<file path="src/rtl/position_accumulator_pkg.sv">
// Shared constants for the Q32.33 position accumulator: widths, J1 register map
// and FSM state encoding.
package position_accumulator_pkg;

    localparam int unsigned POS_W   = 65;
    localparam int unsigned FRAC_W  = 33;
    localparam int unsigned DELTA_W = POS_W - FRAC_W;

    localparam logic [2:0] ADDR_SNAP_W0 = 3'd0;
    localparam logic [2:0] ADDR_SNAP_W1 = 3'd1;
    localparam logic [2:0] ADDR_SNAP_W2 = 3'd2;
    localparam logic [2:0] ADDR_SNAP_W3 = 3'd3;
    localparam logic [2:0] ADDR_STATUS  = 3'd4;
    localparam logic [2:0] ADDR_CLEAR   = 3'd7;

    typedef enum logic {
        ST_IDLE = 1'b0,
        ST_ADD  = 1'b1
    } state_e;

endpackage

</file>
<file path="src/rtl/position_int_add.sv">
// Combinational integer-part adder with signed-overflow detection.
module position_int_add
    import position_accumulator_pkg::*;
#(
    parameter int unsigned INT_W = DELTA_W
) (
    input  logic [INT_W-1:0] pos,
    input  logic [INT_W-1:0] delta,
    output logic [INT_W-1:0] sum,
    output logic             ovf
);

    always_comb begin
        sum = pos + delta;
        // Overflow only when both operands share a sign the result does not.
        ovf = (pos[INT_W-1] == delta[INT_W-1]) && (sum[INT_W-1] != pos[INT_W-1]);
    end

endmodule

</file>
<file path="src/rtl/position_accumulator.sv">
// Q32.33 position accumulator: one signed integer delta per two cycles, sticky
// overflow flag, and a J1 peripheral port for snapshot reads and clearing.
module position_accumulator #(
    parameter int unsigned POS_W   = 65,
    parameter int unsigned DELTA_W = 32
) (
    input  logic               sys_clk_i,
    input  logic               sys_rst_i,
    input  logic               delta_valid_i,
    output logic               delta_ready_o,
    input  logic [DELTA_W-1:0] delta_i,
    input  logic               clear_i,
    input  logic               cs_i,
    input  logic               rd_i,
    input  logic               wr_i,
    input  logic [2:0]         addr_i,
    input  logic [15:0]        d_in,
    output logic [15:0]        d_out,
    output logic [POS_W-1:0]   pos_o,
    output logic               ovf_o
);
    import position_accumulator_pkg::*;

    state_e               state_q, state_d;
    logic [DELTA_W-1:0]   hold_q, hold_d;
    logic [POS_W-1:0]     pos_q, pos_d;
    logic                 ovf_q, ovf_d;
    logic [POS_W-1:0]     snap_q, snap_d;
    logic [15:0]          dout_q, dout_d;

    logic                 busy;
    logic                 add_en;
    logic                 accept;
    logic                 clr;
    logic                 rd_en;
    logic [DELTA_W-1:0]   add_sum;
    logic                 add_ovf;
    logic                 write_data_unused;

    // Write data carries no meaning: only the clear address acts on writes, and
    // snapshot bits [15:0] are always returned fresh by the address-0 read.
    assign write_data_unused = ^{d_in, snap_q[15:0]};

    assign clr    = clear_i | (cs_i & wr_i & (addr_i == ADDR_CLEAR));
    assign rd_en  = cs_i & rd_i;
    assign accept = delta_valid_i & delta_ready_o;

    position_int_add #(
        .INT_W(DELTA_W)
    ) u_int_add (
        .pos   (pos_q[POS_W-1:FRAC_W]),
        .delta (hold_q),
        .sum   (add_sum),
        .ovf   (add_ovf)
    );

    always_ff @(posedge sys_clk_i or negedge sys_rst_i) begin
        if (!sys_rst_i) begin
            state_q <= ST_IDLE;
        end else begin
            state_q <= state_d;
        end
    end

    always_comb begin
        state_d = state_q;
        if (clr) begin
            state_d = ST_IDLE;
        end else begin
            case (state_q)
                ST_IDLE: if (accept) state_d = ST_ADD;
                ST_ADD:  state_d = ST_IDLE;
            endcase
        end
    end

    always_comb begin
        delta_ready_o = (state_q == ST_IDLE);
        busy          = (state_q == ST_ADD);
        add_en        = (state_q == ST_ADD);
    end

    always_comb begin
        hold_d = hold_q;
        pos_d  = pos_q;
        ovf_d  = ovf_q;
        if (clr) begin
            hold_d = '0;
            pos_d  = '0;
            ovf_d  = 1'b0;
        end else begin
            if (accept) hold_d = delta_i;
            if (add_en) begin
                pos_d = {add_sum, pos_q[FRAC_W-1:0]};
                ovf_d = ovf_q | add_ovf;
            end
        end
    end

    // Reads use pre-edge pos/state/flag, so a snapshot never sees a same-edge ADD.
    always_comb begin
        snap_d = snap_q;
        dout_d = dout_q;
        if (rd_en) begin
            case (addr_i)
                ADDR_SNAP_W0: begin
                    snap_d = pos_q;
                    dout_d = pos_q[15:0];
                end
                ADDR_SNAP_W1: dout_d = snap_q[31:16];
                ADDR_SNAP_W2: dout_d = snap_q[47:32];
                ADDR_SNAP_W3: dout_d = snap_q[63:48];
                ADDR_STATUS:  dout_d = {13'b0, busy, ovf_q, snap_q[POS_W-1]};
                default:      dout_d = '0;
            endcase
        end
    end

    always_ff @(posedge sys_clk_i or negedge sys_rst_i) begin
        if (!sys_rst_i) begin
            hold_q <= '0;
            pos_q  <= '0;
            ovf_q  <= 1'b0;
            snap_q <= '0;
            dout_q <= '0;
        end else begin
            hold_q <= hold_d;
            pos_q  <= pos_d;
            ovf_q  <= ovf_d;
            snap_q <= snap_d;
            dout_q <= dout_d;
        end
    end

    assign pos_o = pos_q;
    assign ovf_o = ovf_q;
    assign d_out = dout_q;

endmodule

</file>
<file path="config.mk">
export PLATFORM = sky130hd
export DESIGN_NAME = position_accumulator
export DESIGN_NICKNAME = d
export VERILOG_FILES = /design/src/rtl/position_accumulator_pkg.sv /design/src/rtl/position_int_add.sv /design/src/rtl/position_accumulator.sv
export SDC_FILE = /design/constraint.sdc
export NUM_CORES = 1
export LEC_CHECK = 0
export CAP_MARGIN = 20
export CORE_ASPECT_RATIO = 0.75
export CORE_MARGIN = 2
export CORE_UTILIZATION = 52
export DETAILED_ROUTE_END_ITERATION = 7
export PLACE_DENSITY = 0.86
export SLEW_MARGIN = 20
export SYNTH_ARGS = -nofsm -noshare
export SYNTH_HDL_FRONTEND = slang
export SYNTH_HIERARCHICAL = 1
export SYNTH_SLANG_ARGS = --single-unit
export TNS_END_PERCENT = 1
</file>
<file path="constraint.sdc">
create_clock -name sys_clk_i -period 3.7 [get_ports sys_clk_i]
set_input_delay 0.37 -clock sys_clk_i [delete_from_list [all_inputs] [get_ports sys_clk_i]]
set_output_delay 0.37 -clock sys_clk_i [all_outputs]
set_load 0.1 [all_outputs]
</file>
==> summary.txt <==
Status
  • Status: completed

Power
  • Internal power: roughly 0.0026 W
  • Clock network power share: 47.8%
  • Switching Fraction: 28.8%
  • Combinational power share: between 15 and 20%
  • Leakage Power: roughly 3.8 nW
  • P_sw: 0.00106 W
  • Max VDD drop: 0.000339 V
  • Power per Cell Area: 452 nW/um^2
  • Seq pwr share: ~36%

Layout
  • Area Overhead vs Synth: 22.2%
  • Reg area: 2850 sq um
  • Fin nets: around 820
  • Final std cells w/o fill: 906
  • Most frequent cells in the layout: dfrtp_1 (113), nand2_1 (100), clkdlybuf4s50_1 (90), a21oi_1 (46), mux2i_1 (46)
  • Area of the multi-input gates: around 3400 sq um
  • Antenna diodes: 0
  • Layout cells sized above 1: 14.3%
  • Post-layout util: 65.7%
  • # fillers: 951
  • Most common cell after layout, fill and taps aside: dfrtp_1

Setup path
  • Worst Setup End Kind: flip-flop
  • Worst setup path class: reg -> reg
  • Arrival time worst endpoint: ~3.4 ns
  • Crit Path Max Fanout: 4
  • CP Launch Type: flip-flop
  • Flop-to-flop setup slack: 0.53 ns
  • Worst path required time: slightly below 4 ns

Logic synthesis
  • Synth area leader: dfrtp_1
  • Post-synthesis instance area: 6640 sq um
  • Complex-gate fraction of the synthesized area: between 15 and 20%
  • Yosys top cell area share: 43.0%
  • Adder-Cell Fraction of Synth Area: between 6 and 7%
  • Ys async rst share: 100%
  • Mux cell area share after synthesis: between 10% and 20%
  • Netlist cell types: 56
  • Mapped Cells: 646
  • Largest family of logic cells by synthesized area: compound AO/OA/AOI/OAI gates
  • Synth top area cells: dfrtp_1 (43%), mux2i_1 (6.9%), ha_1 (5.8%)
  • Synth Warn #: 6
  • Register area share after synthesis: 43.0%
  • Post-synthesis simple-gate area fraction: between 10% and 20%
  • Post-synthesis xor/xnor area fraction: roughly 3.8%
  • Flops & latches, synth: 114
  • Main synth FF type: dfrtp_1
  • Mapped Avg Cell Area: 10.3 sq um
  • Post-synth EDFFs: 0

Clock network
  • Post-CTS Resized: 0
  • Reg clk slew, reported paths: 0.06 ns
  • CTS Buffer Depth: 2
  • Root buf cell: clkbuf_16
  • Post-CTS Setup Bufs: 0
  • Worst skew pair latency: 0.42 ns
  • CTS Sinks: 114
  • Hold buffers post-CTS: 0
  • H-tree depth: 4
  • TritonCTS buffer count: 17
  • CTS tree: done

Global route
  • Initial antenna violation count: 0
  • Vias in the first global route: 4941
  • Total track usage: between 20% and 30%
  • Overflow after GRT: 0
  • First-pass GRT wire length: 25.6 mm
  • Largest net degree at the start of global routing: 72

Min path
  • Worst Hold Class: in -> async

Detailed routing
  • Starting DRT DRC Count: 545
  • DRC Markers: 0
  • Vias per cell: ~5.6
  • Routed vias: 5054
  • Total iterations of the first detailed-routing run: 6
  • Average routed wire per standard cell: 17.7 um
  • ANT nets after route: 0
  • Routed WL: about 16 mm

Die
  • Die area: 13700 sq um
  • Row count: 35
  • Die Wd: 134 um
  • Die Span Y: 102 um
  • Core box area: 12300 sq um
  • I/O pins: 141
  • Initial Utilization: roughly 54%

STA
  • Worst slew margin relative to its limit: between 30 and 40%
  • Slew Limit Fails: 0
  • Final worst path period share: 85.6%
  • Min Tclk post-route: ~3.2 ns
  • Fin Setup TNS: 0 ns
  • RSZ-0062 raised after global routing: no
  • Hold Fails Final Rpt: 0
  • Worst-margin pin slew: 0.994 ns
  • Final Setup Violations: 0
  • Clock skew: 0.00783 ns
  • Fmax: 316 MHz

Placement
  • Dpl hpwl: roughly 12 mm
  • GPL Wtd Cong: 0.908
  • PortBufs: slightly above 90
  • Placed cell count: 874

Run
  • Max-cap violations: 0
## critical path, stage by stage, from the launching register on
cell and delay, ns:
dfrtp_1 0.41, ha_1 0.26, fa_1 0.42, a21oi_1 0.23, o21ai_1 0.12, a21oi_2 0.27
o31ai_4 0.12, a31o_4 0.27, a211oi_2 0.38, a31oi_1 0.17, xor2_1 0.17, mux2i_1 0.14
nor2_1 0.05
## final cells by class
| class | count | share of cell area, % |
|---|---|---|
| inverter | 2 | 0.0926 |
| timing repair buffer | 99 | 12.1 |
| clock inverter | 12 | 2.24 |
| tap | 166 | 2.56 |
| clock buffer | 20 | 5.63 |
| multi-input combinational | 493 | 42.2 |
| sequential | 114 | 35.2 |
## cell usage after synthesis (all sizes together) (5+ instances only)
| master | n |
|---|---|
| a21o | 20 |
| a21oi | 60 |
| a31oi | 7 |
| buf | 58 |
| clkbuf | 11 |
| dfrtp | 114 |
| ha | 31 |
| mux2 | 34 |
| mux2i | 46 |
| nand2 | 101 |
| nand3 | 8 |
| nand4 | 7 |
| nor2 | 41 |
| o21a | 5 |
| o21ai | 25 |
| o21bai | 5 |
| xnor2 | 15 |
| xor2 | 14 |
## flip-flops by register name (all words and copies together) (netlist names)
register,flops
hold_q,32
d_out,16
ovf_o,1
add_en,1
snap_q,32
pos_o,32
## per-stage QoR
| step | total power [W] | worst slack [ns] | instance area (sq um) | hold slack [ns] |
|---|---|---|---|---|
| finish | 0.00367 | 0.533 | 8110 | 0.0700 |
| floorplan | 0.00181 | 0.507 | 6760 | 0.0744 |
| detailed placement | 0.00193 | 0.625 | 7470 | 0.471 |
| CTS | 0.00368 | 0.577 | 8110 | 0.109 |
| global placement | 0.00192 | 0.700 | 7470 | 0.460 |
| global route | 0.00377 | 0.369 | 8110 | 0.150 |
## path summary, 6_finish.rpt
check                      startpoint         end  cells after the start
min reg2reg                 d_out[13]   d_out[13]                      2
max reg2reg                 pos_o[33]   pos_o[61]                     12
max in group asynchronous   sys_rst_i  hold_q[22]                      2
min in group sys_clk_i      d_out[13]   d_out[13]                      2
min                         sys_rst_i    d_out[4]                      1
max                         pos_o[33]   pos_o[61]                     12
## power groups by stage
stage                     combinational [W]  clock [W]  sequential (W)
after floorplan                    0.000390          0         0.00142
after global placement             0.000565          0         0.00135
after detailed placement           0.000579          0         0.00135
after CTS                          0.000581    0.00176         0.00133
after global routing               0.000618    0.00182         0.00134
final                              0.000581    0.00175         0.00133
## cells by family after synthesis
kind of cell,Yosys count
buf+inv,71
flops,114
xor+xnor,29
fa+ha+maj,32
other cells,1
mux,80
simple gates,177
compound gates,142
## layer usage
metal	share of wire [%]	GRT usage, %	routed length, um
met2	44	37.2	7110
met3	6.9	4.22	1110
met5	0	0	0
met1	47	35.6	7570
met4	1.7	7.94	269
Note: power is estimated with default switching activity, not from simulation.
